===== src/rtl/int_ctrl.sv =====
// Interrupt sequencer: latches IRQ rising edges, freezes the pipeline, redirects to the
// handler vector, and on mret replays the same pause/redirect back to the saved epc.
module int_ctrl #(
   parameter int unsigned NUM_IRQ      = 4,
   parameter logic [31:0] VEC_BASE     = 32'h0000_0100,
   parameter int unsigned PAUSE_CYCLES = 2
) (
   input  logic               clk,
   input  logic               clr_n,
   input  logic [NUM_IRQ-1:0] irq,
   input  logic               int_en,
   input  logic               mret,
   input  logic [31:0]        resume_pc,
   output logic               int_set_pl_pause,
   output logic               int_flag,
   output logic [31:0]        int_pc,
   output logic [NUM_IRQ-1:0] irq_ack,
   output logic [3:0]         int_cause,
   output logic [31:0]        epc,
   output logic               in_isr
);
   localparam int unsigned      CNT_W    = (PAUSE_CYCLES > 1) ? $clog2(PAUSE_CYCLES) : 1;
   localparam logic [CNT_W-1:0] CNT_LOAD = CNT_W'(PAUSE_CYCLES - 1);
   localparam logic [CNT_W-1:0] CNT_ONE  = CNT_W'(1);
   localparam logic [CNT_W-1:0] CNT_ZERO = CNT_W'(0);

   typedef enum logic [2:0] {
      ST_IDLE   = 3'd0,
      ST_PAUSE  = 3'd1,
      ST_ENTER  = 3'd2,
      ST_ISR    = 3'd3,
      ST_RPAUSE = 3'd4,
      ST_RETURN = 3'd5
   } state_e;

   state_e             state_q, state_d;
   logic [CNT_W-1:0]   cnt_q, cnt_d;
   logic [3:0]         cause_q, cause_d;
   logic [31:0]        epc_q, epc_d;
   logic [NUM_IRQ-1:0] pending_q, pending_d;
   logic [NUM_IRQ-1:0] irq_q;
   logic               pause_q, pause_d;
   logic               flag_q, flag_d;
   logic               in_isr_q, in_isr_d;
   logic [31:0]        pc_q, pc_d;
   logic [NUM_IRQ-1:0] ack_q, ack_d;

   // Lowest set index wins, so scan from the top and let lower hits overwrite.
   function automatic logic [3:0] lowest_idx(input logic [NUM_IRQ-1:0] vec);
      logic [3:0] idx;
      idx = 4'd0;
      for (int i = NUM_IRQ - 1; i >= 0; i--) begin
         idx = vec[i] ? 4'(i) : idx;
      end
      return idx;
   endfunction

   // Next-state, pending bookkeeping and output decode from the upcoming state.
   always_comb begin
      state_d   = state_q;
      cnt_d     = cnt_q;
      cause_d   = cause_q;
      epc_d     = epc_q;
      pending_d = (pending_q & ~ack_q) | (irq & ~irq_q);
      case (state_q)
         ST_IDLE: begin
            if (int_en && (|pending_q)) begin
               cause_d = lowest_idx(pending_q);
               cnt_d   = CNT_LOAD;
               state_d = ST_PAUSE;
            end else begin
               state_d = ST_IDLE;
            end
         end
         ST_PAUSE: begin
            if (cnt_q == CNT_ZERO) begin
               epc_d   = resume_pc;
               state_d = ST_ENTER;
            end else begin
               cnt_d = cnt_q - CNT_ONE;
            end
         end
         ST_ENTER: begin
            state_d = ST_ISR;
         end
         ST_ISR: begin
            if (mret) begin
               cnt_d   = CNT_LOAD;
               state_d = ST_RPAUSE;
            end else begin
               state_d = ST_ISR;
            end
         end
         ST_RPAUSE: begin
            if (cnt_q == CNT_ZERO) begin
               state_d = ST_RETURN;
            end else begin
               cnt_d = cnt_q - CNT_ONE;
            end
         end
         ST_RETURN: begin
            state_d = ST_IDLE;
         end
         default: begin
            state_d = ST_IDLE;
         end
      endcase

      // Outputs are registered from state_d so they line up with the state they describe.
      pause_d  = (state_d == ST_PAUSE) || (state_d == ST_RPAUSE);
      flag_d   = (state_d == ST_ENTER) || (state_d == ST_RETURN);
      in_isr_d = (state_d == ST_ISR) || (state_d == ST_RPAUSE);
      case (state_d)
         ST_ENTER:  pc_d = VEC_BASE + {26'd0, cause_d, 2'b00};
         ST_RETURN: pc_d = epc_d;
         default:   pc_d = 32'd0;
      endcase
      for (int i = 0; i < NUM_IRQ; i++) begin
         ack_d[i] = (state_d == ST_ENTER) && (cause_d == 4'(i));
      end
   end

   // State, bookkeeping and registered outputs.
   always_ff @(posedge clk or negedge clr_n) begin
      if (!clr_n) begin
         state_q   <= ST_IDLE;
         cnt_q     <= CNT_ZERO;
         cause_q   <= 4'd0;
         epc_q     <= 32'd0;
         pending_q <= {NUM_IRQ{1'b0}};
         irq_q     <= {NUM_IRQ{1'b0}};
         pause_q   <= 1'b0;
         flag_q    <= 1'b0;
         in_isr_q  <= 1'b0;
         pc_q      <= 32'd0;
         ack_q     <= {NUM_IRQ{1'b0}};
      end else begin
         state_q   <= state_d;
         cnt_q     <= cnt_d;
         cause_q   <= cause_d;
         epc_q     <= epc_d;
         pending_q <= pending_d;
         irq_q     <= irq;
         pause_q   <= pause_d;
         flag_q    <= flag_d;
         in_isr_q  <= in_isr_d;
         pc_q      <= pc_d;
         ack_q     <= ack_d;
      end
   end

   assign int_set_pl_pause = pause_q;
   assign int_flag         = flag_q;
   assign int_pc           = pc_q;
   assign irq_ack          = ack_q;
   assign int_cause        = cause_q;
   assign epc              = epc_q;
   assign in_isr           = in_isr_q;
endmodule


===== config.mk =====
export PLATFORM = sky130hd
export DESIGN_NAME = int_ctrl
export DESIGN_NICKNAME = d
export VERILOG_FILES = /design/src/rtl/int_ctrl.sv
export SDC_FILE = /design/constraint.sdc
export NUM_CORES = 1
export LEC_CHECK = 0
export ABC_AREA = 1
export CAP_MARGIN = 20
export CORE_ASPECT_RATIO = 1.75
export CORE_MARGIN = 2
export CORE_UTILIZATION = 30
export CTS_BUF_LIST = sky130_fd_sc_hd__clkbuf_8 sky130_fd_sc_hd__clkbuf_16
export CTS_CLUSTER_SIZE = 24
export DETAILED_ROUTE_END_ITERATION = 16
export PLACE_DENSITY = 0.59
export SYNTH_ARGS = -nofsm -noshare
export SYNTH_HDL_FRONTEND = slang
export SYNTH_SLANG_ARGS = --single-unit

===== constraint.sdc =====
create_clock -name clk -period 3.5 [get_ports clk]
set_input_delay 1.05 -clock clk [delete_from_list [all_inputs] [get_ports clk]]
set_output_delay 1.05 -clock clk [all_outputs]
set_load 0.02 [all_outputs]

# Word level (Yosys, flattened, before mapping)
# Cells that the tools add are included.
[word_totals] out_inout_bits=75 inputBits=40 regBits=87
[op_classes] eq_ne=14 bitwise_logic=5 n_reduce_logical=14 addsub=2 mux=18
[ops] cell="$mux 32" n=2
[ops] cell="$pmux 32 s2" n=1
[ops] cell="$pmux 3 s5" n=1
[ops] cell="$eq 3x2->1 const B" n=4
[ops] cell="$add 9x6->10 const A" n=1
[ops] cell="$eq 3x3->1 const B" n=3
[ops] cell="$mux 3" n=3
[ops] cell="$and 4x4->4" n=2
[ops] cell="$eq 4x2->1 const B" n=2
[ops] cell="$mux 2" n=4
[ops] cell="$mux 4" n=2
[ops] cell="$not 4->4" n=2
[ops] cell="$eq 3x1->1 const B" n=2
[ops] cell="$logic_and 1x1->1" n=5
[ops] cell="$eq 4x1->1 const B" n=1
[ops] cell="$logic_not 4->1" n=1
[ops] cell="$mux 1" n=4
[ops] cell="$ne 2x2->1 const B" n=2
[ops] cell="$or 4x4->4" n=1
[ops] cell="$reduce_or 4->1" n=1
[ops] cell="$logic_not 3->1" n=1
[ops] cell="$logic_or 1x1->1" n=3
[ops] cell="$pmux 1 s3" n=1
[ops] cell="$reduce_and 3->1" n=1
[ops] cell="other kinds (3)" n=3

# Depth between registers and ports, before layout
# Gate-level depths: netlist (run 1).
[logic_depth] depth_word=8 depth_mapped=9 depth_no_buf=8

# Least setup slack after synthesis (run 1)
# OpenSTA, ideal clock, no wires.
[synth_path] path_kind="input port to flip-flop" from="input mret" to="register pause_q (netlist: int_set_pl_pause)" setup_slack_ns=1.882 t_arrival_ns=1.499 cell_stages=7 t_required_ns=3.382 setup_ns=0.118 cell_sequence="nand2_1 nand2_1 nor2_1 inv_1 nand3_1 nand3_1 nand2_1"
[synth_via] elab_chain_len=4 word_cells_on_any_way=5 classes_between="2 x eq/ne; 2 x mux; 1 x reduce/logical"
[synth_lines] element="from (decl)" line_no="12" text="input logic mret,"
[synth_lines] element="$mux 3 *" line_no="87" text="if (mret) begin"
[synth_lines] element="$pmux 3 s5 *" line_no="65" text="case (state_q)"
[synth_lines] element="net state_d[0]" line_no="36" text="state_e state_q, state_d;"
[synth_lines] element="$eq 3x1->1 or $eq 3x3->1 (tied branches)" line_no="110" text="pause_d = (state_d == ST_PAUSE) || (state_d == ST_RPAUSE);"
[synth_lines] element="$logic_or 1x1->1 *" line_no="110"
[synth_lines] element="net pause_d" line_no="42" text="logic pause_q, pause_d;"
[synth_lines] element="to (signal assigned)" line_no="144" text="pause_q <= pause_d;"
[synth_lines] element="to (decl)" line_no="42"
# Mark *: on every way through the listed nets, which the timed path passes. The rest lies on a longest branch.
# A chain may end at the register's enable or synchronous reset.

# Worst setup path after layout (run 1)
[layout_path] from="register cause_q[3] (netlist: int_cause[3])" to="output int_cause[3]"
[layout_rtl] element="from (decl)" line_no="38" text="logic [3:0] cause_q, cause_d;"
[layout_rtl] element="from (signal assigned)" line_no="140" text="cause_q <= cause_d;"
[layout_rtl] element="to (decl)" line_no="18" text="output logic [3:0] int_cause,"
# No word-level cell between the ends.

==> results.toml, run 1 <==
[floorplanning]
die_w_um = 86.2
start_util = 0.306
io_pins = 115
rows = 52
fp.dieArea_um2 = 12700
core_area_um2 = 11600
die_y_um = 148

[layout]
final_util = 0.443
layout_commonest_cell = "clkdlybuf4s50_1"
drive_gt1_frac = 0.222
finalInstanceArea_um2 = 5130
diodes = 0
fin_nets = 494
final_cell_mix = "113 x clkdlybuf4s50_1, 87 x dfrtp_1, 49 x nor2_1"
area_growth_syn_to_layout_pct = 44.6
nFillCells = 1134

[routing]
drc = 0
viasPerCell = 4.25
ant_nets = 0
drtIter0Drc = 65
vias = 2526
wl_per_cell_um = 13.2
drt_first_pass_iters = 4
drt_wl_total_um = 7870

[synthesis]
syn_nets = 375
avgSynthCellArea_um2 = 10.6
synth_largest_area_cell = "dfrtp_1"
synth.distinct_cells = 24
synth_top_area_share = 0.614
syn_area_um2 = 3550
synth_area_leaders = "dfrtp_1 61%, a21oi_4 8.3%, nor2_1 5.2%"
synth-seq-cells = 87
synth_cells = 335
seq_area_frac_synth = 0.614
synth_warnings = 0

[cts]
clockBufferDepth = 2
cts_setup_buffers = 0
hold_buffers = 0
insertion_delay_ps = 330
cts_resized = 0
htree_levels = 3
numCtsBuffers = 9
clock-sinks = 87
cts_root_buffer = "clkbuf_16"
clkTransAtPathRegs_ps = 60
tritoncts = "built"

[critical_path]
crit_path_end = "int_cause[3]"
cp_top_family = "buffers and inverters"
rrSetupSlack_ps = 1360
crit_start = "int_cause[3]$_DFF_PN0_"
crit_buf_inv = 1
cp.depth = 1
worstSetupEndpointType = "output pin"
cp.arrival_ps = 1350
worstPathRequired_ps = 2450
cp_slowest_stage_delay_ps = 620
path_max_fanout = 3
r2r_end = "int_pc[21]$_DFF_PN0_"
path_cells = "clkdlybuf4s50_1"
cp_slowest_cell = "clkdlybuf4s50_1"
r2r_start = "state_q[2]$_DFF_PN0_"
critPathKind = "reg -> out"
start_kind = "flip-flop"
r2r_cells = 8

[run_status]
outcome = "finished clean"

[timing]
worst_pin_slew_ps = 642
drv_slew = 0
clock_skew_ps = 7.35
slew_headroom = 0.571
hold_viol = 0
rsz0062_at_grt = "false"
whs_ps = 423
max_freq_ghz = 0.418
final.setup.tns_ps = 0
setup_viol_count_final = 0
final.setup.worst_slack_ps = 1100
finalCritPeriodShare = 0.684
min_period_ps = 2400

[grt]
grt_pass1_vias = 2701
overflow = 0
grt_max_degree = 46
grt_pass1_wl_um = 13100
antenna_found_initial = 0
track_usage = 0.133

[pwr]
vdd_drop_max_v = 0.000369
powerDensity_nw_per_um2 = 900
p_leak_uw = 0.00246

[worst_hold_path]
min_path_type = "reg -> reg"

[place]
hpwl_um = 5870
io_buffer_count = 114
dpl_cell_area_um2 = 4820
finalWeightedCongestion = 0.784
dp_worst_setup_slack_ps = 1220

[flow_run]
drv_cap = 0
## power by group
group | switching, uW | total, uW | internal, uW
Clock | 401 | 977 | 576
Sequential | 176 | 1500 | 1330
Combinational | 1230 | 2130 | 902
## final cells by class
cell class	instances	area (um^2)	share of cell area
well taps	135	169	0.0329
inverters	75	282	0.0549
clock inverters	6	67.6	0.0132
clock buffers	10	239	0.0466
multi-input cells	163	1000	0.195
repair buffers	118	1190	0.233
flip-flops and latches	87	2180	0.425
## how the worst min path moves through the flow
stage                  startpoint                endpoint  slack, ps  cells after the start
2_1_floorplan  irq_q[0]$_DFF_PN0_  pending_q[0]$_DFF_PN0_        400                      1
3_3_place_gp   irq_q[2]$_DFF_PN0_  pending_q[2]$_DFF_PN0_        410                      1
3_5_place_dp   irq_q[3]$_DFF_PN0_  pending_q[3]$_DFF_PN0_        410                      1
4_1_cts        irq_q[3]$_DFF_PN0_  pending_q[3]$_DFF_PN0_        420                      1
5_1_grt        irq_q[3]$_DFF_PN0_  pending_q[3]$_DFF_PN0_        450                      1
6_report       irq_q[3]$_DFF_PN0_  pending_q[3]$_DFF_PN0_        420                      1
## stage by stage
| step | instances | power [uW] |
|---|---|---|
| after floorplan | 335 | 2890 |
| after global placement | 578 | 3650 |
| after detailed placement | 578 | 3700 |
| after CTS | 594 | 4700 |
| after global routing | 594 | 4920 |
| final | 594 | 4610 |
## cell usage after synthesis, drive strengths merged
cell type,count
a21oi,29
buf,7
clkbuf,3
dfrtp,87
inv,75
nand2,48
nand3,8
nand4,2
nor2,68
o211ai,1
o21ai,3
o22ai,4
## registers in the layout, indices dropped and copies added (netlist names)
register          flops
epc                  32
in_isr                1
state_q               3
int_set_pl_pause      1
int_cause             4
int_pc               32
int_flag              1
pending_q             4
irq_ack               4
irq_q                 4
cnt_q                 1
## cell families (layout without fill, tap and decap cells)
group	Yosys count	count (layout)	share of synthesized area
AND/OR/NAND/NOR	126	126	0.159
buffers and inverters	85	209	0.106
AO/OA/AOI/OAI	37	37	0.121
flip-flops	87	87	0.614
## layer usage
metal	up-vias	GRT usage	routed length, um
li1	1226	-	-
met1	1209	0.133	2700
met2	75	0.253	4580
met3	16	0.0307	386
met4	0	0.0594	198
met5	-	0	0
(Power assumes the default switching activity.)
==> run 2: changes to the inputs <==
- clock period: 3.5 -> 2.45 ns (I/O delays scaled with it)
==> results.toml, run 2 (synthesis results as in run 1) <==
[cts]
hold_buffers = 0
numCtsBuffers = 9
cts_root_buffer = "clkbuf_16"
tritoncts = "built"
insertion_delay_ps = 330
htree_levels = 3
clockBufferDepth = 2
cts_setup_buffers = 0
clock-sinks = 87
clkTransAtPathRegs_ps = 70
cts_resized = 0

[critical_path]
crit_path_end = "int_cause[3]"
start_kind = "flip-flop"
crit_start = "int_cause[3]$_DFF_PN0_"
cp.arrival_ps = 1330
cp_top_family = "buffers and inverters"
path_max_fanout = 3
cp_slowest_cell = "clkdlybuf4s50_1"
r2r_end = "int_pc[24]$_DFF_PN0_"
path_cells = "clkdlybuf4s50_1"
worstPathRequired_ps = 1710
critPathKind = "reg -> out"
r2r_cells = 8
cp_slowest_stage_delay_ps = 620
crit_buf_inv = 1
worstSetupEndpointType = "output pin"
cp.depth = 1
r2r_start = "state_q[2]$_DFF_PN0_"
rrSetupSlack_ps = 770

[routing]
dr.max_layer_used = "met4"
wl_met1_um = 2740
wl_per_cell_um = 12.9
drt_wl_total_um = 7660
drt_first_pass_iters = 4
ant_nets = 0
drtIter0Drc = 65
dr_wl_met3_um = 377
vias = 2486
drc = 0
viasPerCell = 4.18
wl_met2_um = 4440

[layout]
layout_commonest_cell = "clkdlybuf4s50_1"
fin_cells = 595
fin_nets = 495
final_cell_mix = "113 x clkdlybuf4s50_1, 87 x dfrtp_1, 49 x nor2_1"
area_growth_syn_to_layout_pct = 44.0
finalInstanceArea_um2 = 5110
drive_gt1_frac = 0.224
diodes = 0

[grt]
grt_pass1_vias = 2614
antenna_found_initial = 0
grt_max_degree = 46
grt_pass1_wl_um = 12500
track_usage = 0.127
overflow = 0

[timing]
whs_ps = 372
drv_slew = 0
rsz0062_at_grt = "false"
min_period_ps = 2060
hold_viol = 0
worst_pin_slew_ps = 547
max_freq_ghz = 0.484
finalCritPeriodShare = 0.843
slew_headroom = 0.635
clock_skew_ps = 7.92
final.setup.tns_ps = 0
setup_viol_count_final = 0

[floorplanning]
die_w_um = 86.2
rows = 52
die_y_um = 148
start_util = 0.306
fp.dieArea_um2 = 12700
io_pins = 115
core_area_um2 = 11600

[pwr]
powerDensity_nw_per_um2 = 1270
vdd_drop_max_v = 0.000572
p_leak_uw = 0.00245

[worst_hold_path]
min_path_type = "in -> async"

[place]
finalWeightedCongestion = 0.765
dp.cells = 579
hpwl_um = 5810
dpl_cell_area_um2 = 4830
io_buffer_count = 114

[flow_run]
drv_cap = 0

[run_status]
outcome = "finished clean"
[run 2: power by group]
part	switching (uW)	internal, uW	total [uW]
combinational	1760	1300	3060
clock	573	699	1270
sequential	250	1900	2150
total	2580	3890	6470
[run 2: through the flow]
stage                     total power (uW)  setup slack, ps   util
after global placement                5210              509  0.417
after detailed placement              5290              475  0.417
after floorplan                       4120             1120      -
after CTS                             6580              361  0.441
final                                 6470              385  0.441
after global routing                  6930              340  0.441
[run 2: layout make-up]
| class | count | area, um^2 |
|---|---|---|
| inverter | 75 | 282 |
| clock buffer | 9 | 225 |
| clock inverter | 7 | 55.1 |
| tap | 135 | 169 |
| multi-input combinational | 163 | 1000 |
| fill | 1140 | 6470 |
| sequential | 87 | 2180 |
| timing repair buffer | 119 | 1200 |
[run 2: routing by layer]
metal / global-route usage / vias to the layer above
met2: 0.237 / 74
met4: 0.0445 / 0
met3: 0.0396 / 6
li1: - / 1226
met1: 0.131 / 1180
met5: 0 / -
[run 2: worst min-delay path by stage]
stage	cells after the start	slack, ps	startpoint	endpoint
finish	1	370	clr_n	int_pc[6]$_DFF_PN0_
global route	1	410	clr_n	epc[6]$_DFF_PN0_
CTS	1	390	clr_n	epc[6]$_DFF_PN0_
detailed placement	1	420	irq_q[2]$_DFF_PN0_	pending_q[2]$_DFF_PN0_
global placement	1	410	irq_q[3]$_DFF_PN0_	pending_q[3]$_DFF_PN0_
floorplan	1	400	irq_q[0]$_DFF_PN0_	pending_q[0]$_DFF_PN0_
